$ cat config.mk
export PLATFORM = sky130hd
export DESIGN_NAME = gs_imem_arbiter
export DESIGN_NICKNAME = d
export VERILOG_FILES = /design/src/rtl/gs_pkg.sv /design/src/rtl/gs_arb_pick.sv /design/src/rtl/gs_imem_arbiter.sv
export SDC_FILE = /design/constraint.sdc
export NUM_CORES = 1
export LEC_CHECK = 0
export ABC_CLOCK_PERIOD_IN_PS = 4000
export BUFFER_PORTS_ARGS = -buffer_cell sky130_fd_sc_hd__buf_2
export CAP_MARGIN = 25
export CORE_AREA = 2 2 106 108
export DETAILED_ROUTE_END_ITERATION = 12
export DIE_AREA = 0 0 108 110
export PLACE_DENSITY = 0.75
export SLEW_MARGIN = 15
export SYNTH_ARGS = -nofsm -noshare
export SYNTH_HDL_FRONTEND = slang
export SYNTH_HIERARCHICAL = 1
export SYNTH_SLANG_ARGS = --single-unit
$ cat constraint.sdc
create_clock -name clk -period 4 [get_ports clk]
set_input_delay 0.4 -clock clk [delete_from_list [all_inputs] [get_ports clk]]
set_output_delay 0.4 -clock clk [all_outputs]
set_load 0.01 [all_outputs]
$ cat src/rtl/gs_pkg.sv
// gs_pkg: shared types and constants for the instruction/data SRAM arbiter.
package gs_pkg;

    typedef enum logic [1:0] {
        ARB_IDLE  = 2'd0,
        ARB_ISSUE = 2'd1,
        ARB_WAIT  = 2'd2
    } arb_state_t;

    typedef enum logic {
        OWN_IF = 1'b0,
        OWN_LS = 1'b1
    } arb_owner_t;

    localparam int         GS_MEM_LAT_DEFAULT = 1;
    localparam logic [3:0] GS_WEB_READ        = 4'hF;

endpackage

$ cat src/rtl/gs_arb_pick.sv
// gs_arb_pick: combinational winner selection between fetch and LSU.
// Optional macro GS_ARB_ROUND_ROBIN_EN: alternate winners on ties
// instead of fixed LSU priority with the starvation override.
module gs_arb_pick
    import gs_pkg::*;
(
    input  logic       if_req,
    input  logic       ls_req,
    input  logic       starve_hit,
    input  arb_owner_t last_owner,
    output arb_owner_t winner
);

    logic unused_inputs;

`ifdef GS_ARB_ROUND_ROBIN_EN
    assign unused_inputs = starve_hit;

    // A tie goes to whichever requester did not own the previous grant.
    always_comb begin
        winner = OWN_LS;
        if (if_req && !ls_req) begin
            winner = OWN_IF;
        end else if (if_req && ls_req) begin
            winner = (last_owner == OWN_LS) ? OWN_IF : OWN_LS;
        end
    end
`else
    assign unused_inputs = last_owner;

    // LSU wins ties unless fetch has been passed over too many times in a row.
    always_comb begin
        winner = OWN_LS;
        if (if_req && (!ls_req || starve_hit)) begin
            winner = OWN_IF;
        end
    end
`endif

endmodule

$ cat src/rtl/gs_imem_arbiter.sv
// gs_imem_arbiter: serialises fetch and LSU accesses onto one SRAM port,
// one outstanding access at a time, and routes read data back to the owner.
// Optional macro GS_ARB_ROUND_ROBIN_EN replaces the starvation counter with
// round-robin tie breaking.
module gs_imem_arbiter
    import gs_pkg::*;
#(
    parameter int MEM_LAT    = GS_MEM_LAT_DEFAULT,
    parameter int STARVE_MAX = 3
) (
    input  logic        clk,
    input  logic        rst,
    input  logic        if_req_i,
    input  logic [31:0] if_addr_i,
    output logic        if_gnt_o,
    output logic        if_rvalid_o,
    output logic [31:0] if_rdata_o,
    input  logic        ls_req_i,
    input  logic        ls_we_i,
    input  logic [3:0]  ls_be_i,
    input  logic [31:0] ls_addr_i,
    input  logic [31:0] ls_wdata_i,
    output logic        ls_gnt_o,
    output logic        ls_rvalid_o,
    output logic [31:0] ls_rdata_o,
    output logic        mem_cs_o,
    output logic [31:0] mem_addr_o,
    output logic [3:0]  mem_web_o,
    output logic [31:0] mem_wdata_o,
    input  logic [31:0] mem_rdata_i
);

    localparam logic [1:0] LAT_LOAD = 2'(MEM_LAT - 1);

    arb_state_t state;
    arb_state_t state_next;
    arb_owner_t owner;
    arb_owner_t winner;
    logic       grant;
    logic       we_q;
    logic [1:0] lat_cnt;
    logic       starve_hit;
    logic       unused_addr_bits;

    assign unused_addr_bits = ^{if_addr_i[1:0], ls_addr_i[1:0]};

    gs_arb_pick u_pick (
        .if_req     (if_req_i),
        .ls_req     (ls_req_i),
        .starve_hit (starve_hit),
        .last_owner (owner),
        .winner     (winner)
    );

`ifdef GS_ARB_ROUND_ROBIN_EN
    localparam int unused_starve_max = STARVE_MAX;
    assign starve_hit = 1'b0;
`else
    localparam int         SCW        = ($clog2(STARVE_MAX + 1) < 1) ? 1 : $clog2(STARVE_MAX + 1);
    localparam logic [SCW-1:0] STARVE_LIM = SCW'(STARVE_MAX);

    logic [SCW-1:0] starve_cnt;

    assign starve_hit = (starve_cnt >= STARVE_LIM);

    // Count LSU grants that bypassed a waiting fetch; any other grant clears it.
    always_ff @(posedge clk) begin
        if (!rst) begin
            starve_cnt <= '0;
        end else if (grant) begin
            if (winner == OWN_LS && if_req_i) begin
                if (starve_cnt != STARVE_LIM) begin
                    starve_cnt <= starve_cnt + SCW'(1);
                end
            end else begin
                starve_cnt <= '0;
            end
        end
    end
`endif

    // State register for the idle/issue/wait access sequence.
    always_ff @(posedge clk) begin
        if (!rst) begin
            state <= ARB_IDLE;
        end else begin
            state <= state_next;
        end
    end

    // Next state, grants, SRAM strobe and read-data routing.
    always_comb begin
        state_next  = state;
        grant       = 1'b0;
        if_gnt_o    = 1'b0;
        ls_gnt_o    = 1'b0;
        mem_cs_o    = 1'b0;
        if_rvalid_o = 1'b0;
        ls_rvalid_o = 1'b0;
        if_rdata_o  = '0;
        ls_rdata_o  = '0;
        case (state)
            ARB_IDLE: begin
                if (rst && (if_req_i || ls_req_i)) begin
                    grant      = 1'b1;
                    state_next = ARB_ISSUE;
                    if (winner == OWN_IF) begin
                        if_gnt_o = 1'b1;
                    end else begin
                        ls_gnt_o = 1'b1;
                    end
                end
            end
            ARB_ISSUE: begin
                mem_cs_o   = 1'b1;
                state_next = ARB_WAIT;
            end
            ARB_WAIT: begin
                if (lat_cnt == 2'd0) begin
                    state_next = ARB_IDLE;
                    if (rst) begin
                        if (owner == OWN_IF) begin
                            if_rvalid_o = 1'b1;
                            if_rdata_o  = mem_rdata_i;
                        end else begin
                            ls_rvalid_o = 1'b1;
                            ls_rdata_o  = we_q ? 32'h0 : mem_rdata_i;
                        end
                    end
                end
            end
            default: begin
                state_next = ARB_IDLE;
            end
        endcase
    end

    // Capture the winner's access at grant; SRAM-facing fields hold until the next grant.
    always_ff @(posedge clk) begin
        if (!rst) begin
            owner       <= OWN_IF;
            we_q        <= 1'b0;
            mem_addr_o  <= '0;
            mem_web_o   <= GS_WEB_READ;
            mem_wdata_o <= '0;
        end else if (grant) begin
            owner <= winner;
            if (winner == OWN_LS) begin
                we_q        <= ls_we_i;
                mem_addr_o  <= {ls_addr_i[31:2], 2'b00};
                mem_web_o   <= ls_we_i ? ~ls_be_i : GS_WEB_READ;
                mem_wdata_o <= ls_wdata_i;
            end else begin
                we_q       <= 1'b0;
                mem_addr_o <= {if_addr_i[31:2], 2'b00};
                mem_web_o  <= GS_WEB_READ;
            end
        end
    end

    // Latency countdown from the strobe cycle to the read-data cycle.
    always_ff @(posedge clk) begin
        if (!rst) begin
            lat_cnt <= 2'd0;
        end else if (state == ARB_ISSUE) begin
            lat_cnt <= LAT_LOAD;
        end else if (state == ARB_WAIT && lat_cnt != 2'd0) begin
            lat_cnt <= lat_cnt - 2'd1;
        end
    end

endmodule

==> impl_metrics.json <==
{
  "outcome": "complete, no violations",
  "synthTopCellsByArea": "dfxtp_1 38%, and2_1 11%, mux2i_1 7.7%",
  "end_kind": "primary output",
  "clock_latency_ps": 340,
  "crit_path_max_fanout": 74,
  "die_h_um": 110,
  "yosys.area.top_type_share": 0.3777,
  "crit_path_max_incr_delay_ps": 580,
  "synthToLayoutAreaGrowth_pct": 37.35,
  "arrival_ps": 2200,
  "p_seq_frac": 0.478,
  "slew_headroom": 0.4532,
  "worst_pin_slew_ps": 817.5,
  "maxCapViolations": 0,
  "synth_warnings": 6,
  "worstReg2RegStart": "starve_cnt[0]$_SDFFE_PN0P_",
  "crit_cells": 5,
  "die_area_um2": 11880,
  "wl_per_cell_um": 15.32,
  "crit_path_start": "rst",
  "cpMostUsedCell": "buf_2",
  "num_io_pins": 274,
  "path_cells": "buf_2 -> buf_4 -> nor2b_4 -> and3_4 -> buf_2",
  "cts.sink_count": 74,
  "use_met1": 0.2100,
  "async_reset_ff_frac": 0,
  "pwr-share-clk": 0.294,
  "placement.io_buffers": 267,
  "grt_pass1_wl_um": 18600,
  "drive_gt1_frac": 0.4785,
  "synth-seq-area-share": 0.3777,
  "ys.flop_type": "dfxtp_1",
  "drt_wl_total_um": 12530,
  "p_per_area_nw_per_um2": 324.6,
  "avgSynthCellArea_um2": 9.017,
  "ys_ff_latch": 74,
  "slew_viol_final": 0,
  "pwr-share-comb": 0.228,
  "max_freq_mhz": 384.6,
  "hold_class": "input pin to register",
  "min_path_cells": 3,
  "crit_required_ps": 3600,
  "final_hold_viol_count": 0,
  "use_met3": 0.04350,
  "start_util": 0.3667,
  "drtPass1Iterations": 5,
  "yosysTopAreaCell": "dfxtp_1",
  "cp-start-kind": "input pin",
  "die_width_um": 108,
  "synth.distinct_cells": 36,
  "clkSlewWorstSetupHoldPaths_ps": 70,
  "netlist_area_um2": 3923,
  "globalplace.congestion": 0.7441,
  "rsz0062_at_grt": "false",
  "clockBufferDepth": 2,
  "critPathSlowestCell": "buf_4",
  "tritoncts": "built",
  "setup_viol": 0,
  "post_cts_buffers": 0,
  "post-route-drc-count": 0,
  "ff2ff_path_depth": 7,
  "p_leak_uw": 0.003099,
  "core_region_area_um2": 10700,
  "path_buf_inv": 3,
  "switching_share": 0.2975,
  "cts_made_buffers": 9,
  "tns_ps": 0,
  "vias": 4120,
  "finClkSkew_ps": 6.878,
  "synth_edf_count": 0,
  "finalCritPeriodShare": 0.6500,
  "postRouteAntennaNets": 0,
  "viasPerCell": 5.037,
  "row_count": 38,
  "grt-busiest-layer": "met2",
  "grt_max_degree": 75,
  "cts.repair.resized": 0,
  "intPower_uw": 1229,
  "finalNetCount": 810,
  "critical_path_class": "input pin to primary output",
  "antenna_found_initial": 3,
  "grt_pass1_vias": 3820,
  "holdWs_ps": 297.1,
  "met2_usage": 0.3729,
  "grt_use_total": 0.1984,
  "cts-root-buf": "clkbuf_8",
  "ir_drop_uv": 213.2,
  "h-tree-depth": 3,
  "min_from": "ls_wdata_i[19]",
  "min_period_ps": 2600,
  "synthCells": 435,
  "overflow": 0,
  "hpwl_um": 9259,
  "drt_iter0_markers": 222,
  "cts_hold_buf": 0,
  "crit_family": "buffers and inverters",
  "p_sw_uw": 520.3
}
-- stage by stage --
step                      utilization  power [uW]  worst slack [ps]  area [um2]  instances
after CTS                      0.5019        1771              1145        5369        814
after global routing           0.5034        1842              1197        5385        817
after global placement         0.4858        1238              1387        5197        799
final                          0.5036        1749              1400        5388        818
after floorplan                     -        1093              2188        3926        436
after detailed placement       0.4858        1252              1360        5197        799
-- path summary, 6_finish.rpt --
path | endpoint | slack, ps
worst max-delay path | ls_gnt_o | 1400
worst min-delay path | mem_wdata_o[19]$_SDFFE_PN0P_ | 300
worst max register to register | mem_addr_o[20]$_SDFFE_PN0P_ | 1640
worst min register to register | mem_wdata_o[6]$_SDFFE_PN0P_ | 460
-- kinds of logic after synthesis --
kind of cell | after synthesis | share of synthesized area
AO/OA/AOI/OAI | 83 | 0.1796
adder cells (fa/ha/maj) | 2 | 0.006379
buffers and inverters | 54 | 0.07943
flip-flops | 74 | 0.3777
multiplexers | 30 | 0.07656
other | 1 | 0.0009560
AND/OR/NAND/NOR | 191 | 0.2794
-- power by group through the flow --
stage	registers, uW	clock network [uW]	logic, uW
2_1_floorplan	877	0	215
3_3_place_gp	849	0	389
3_5_place_dp	852	0	400
4_1_cts	836	534	401
5_1_grt	842	564	435
6_report	836	514	399
-- synthesized netlist by cell type, drive strengths merged (5+ instances only) --
master	count
mux2i	30
inv	5
clkbuf	24
and2	67
nor3	9
nand3	36
o211a	30
nand2	35
dfxtp	74
o21ai	40
buf	25
a21oi	5
nand4	33
-- worst min-delay path, cell delays in order --
cell,delay (ps)
buf_2,80
nand4_1,60
o21ai_0,60
-- area by class of cell --
cell class              instances  area [um2]
flip-flops and latches         74        1481
diodes                          3       7.507
clock buffers                  13       158.9
well taps                     140       175.2
fillers                      1008        5310
repair buffers                273        1385
clock inverters                 2       12.51
multi-input cells             308        2148
inverters                       5       18.77
-- sequential cells by signal, indices dropped and copies added (netlist names) --
register and flops:
we_q 1, state 2, owner 1, starve_cnt 2, mem_addr_o 30, lat_cnt 2
mem_wdata_o 32, mem_web_o 4
-- placed cells by master (no fill, tap or decap), drive strengths merged, types with 5 or more instances in the layout --
cell and n:
nand4 33, nor3 9, o21ai 40, clkbuf 13, mux2i 30, dfxtp 74
o211a 30, buf 273, inv 5, a21oi 5, nand2 35, nand3 36
and2 67
-- per-layer routing --
| layer | up-vias | wire, um |
|---|---|---|
| li1 | 2010 | - |
| met1 | 1917 | 4557 |
| met2 | 175 | 6821 |
| met3 | 16 | 904 |
| met4 | 2 | 237 |
| met5 | - | 13 |
(Power assumes the default switching activity.)
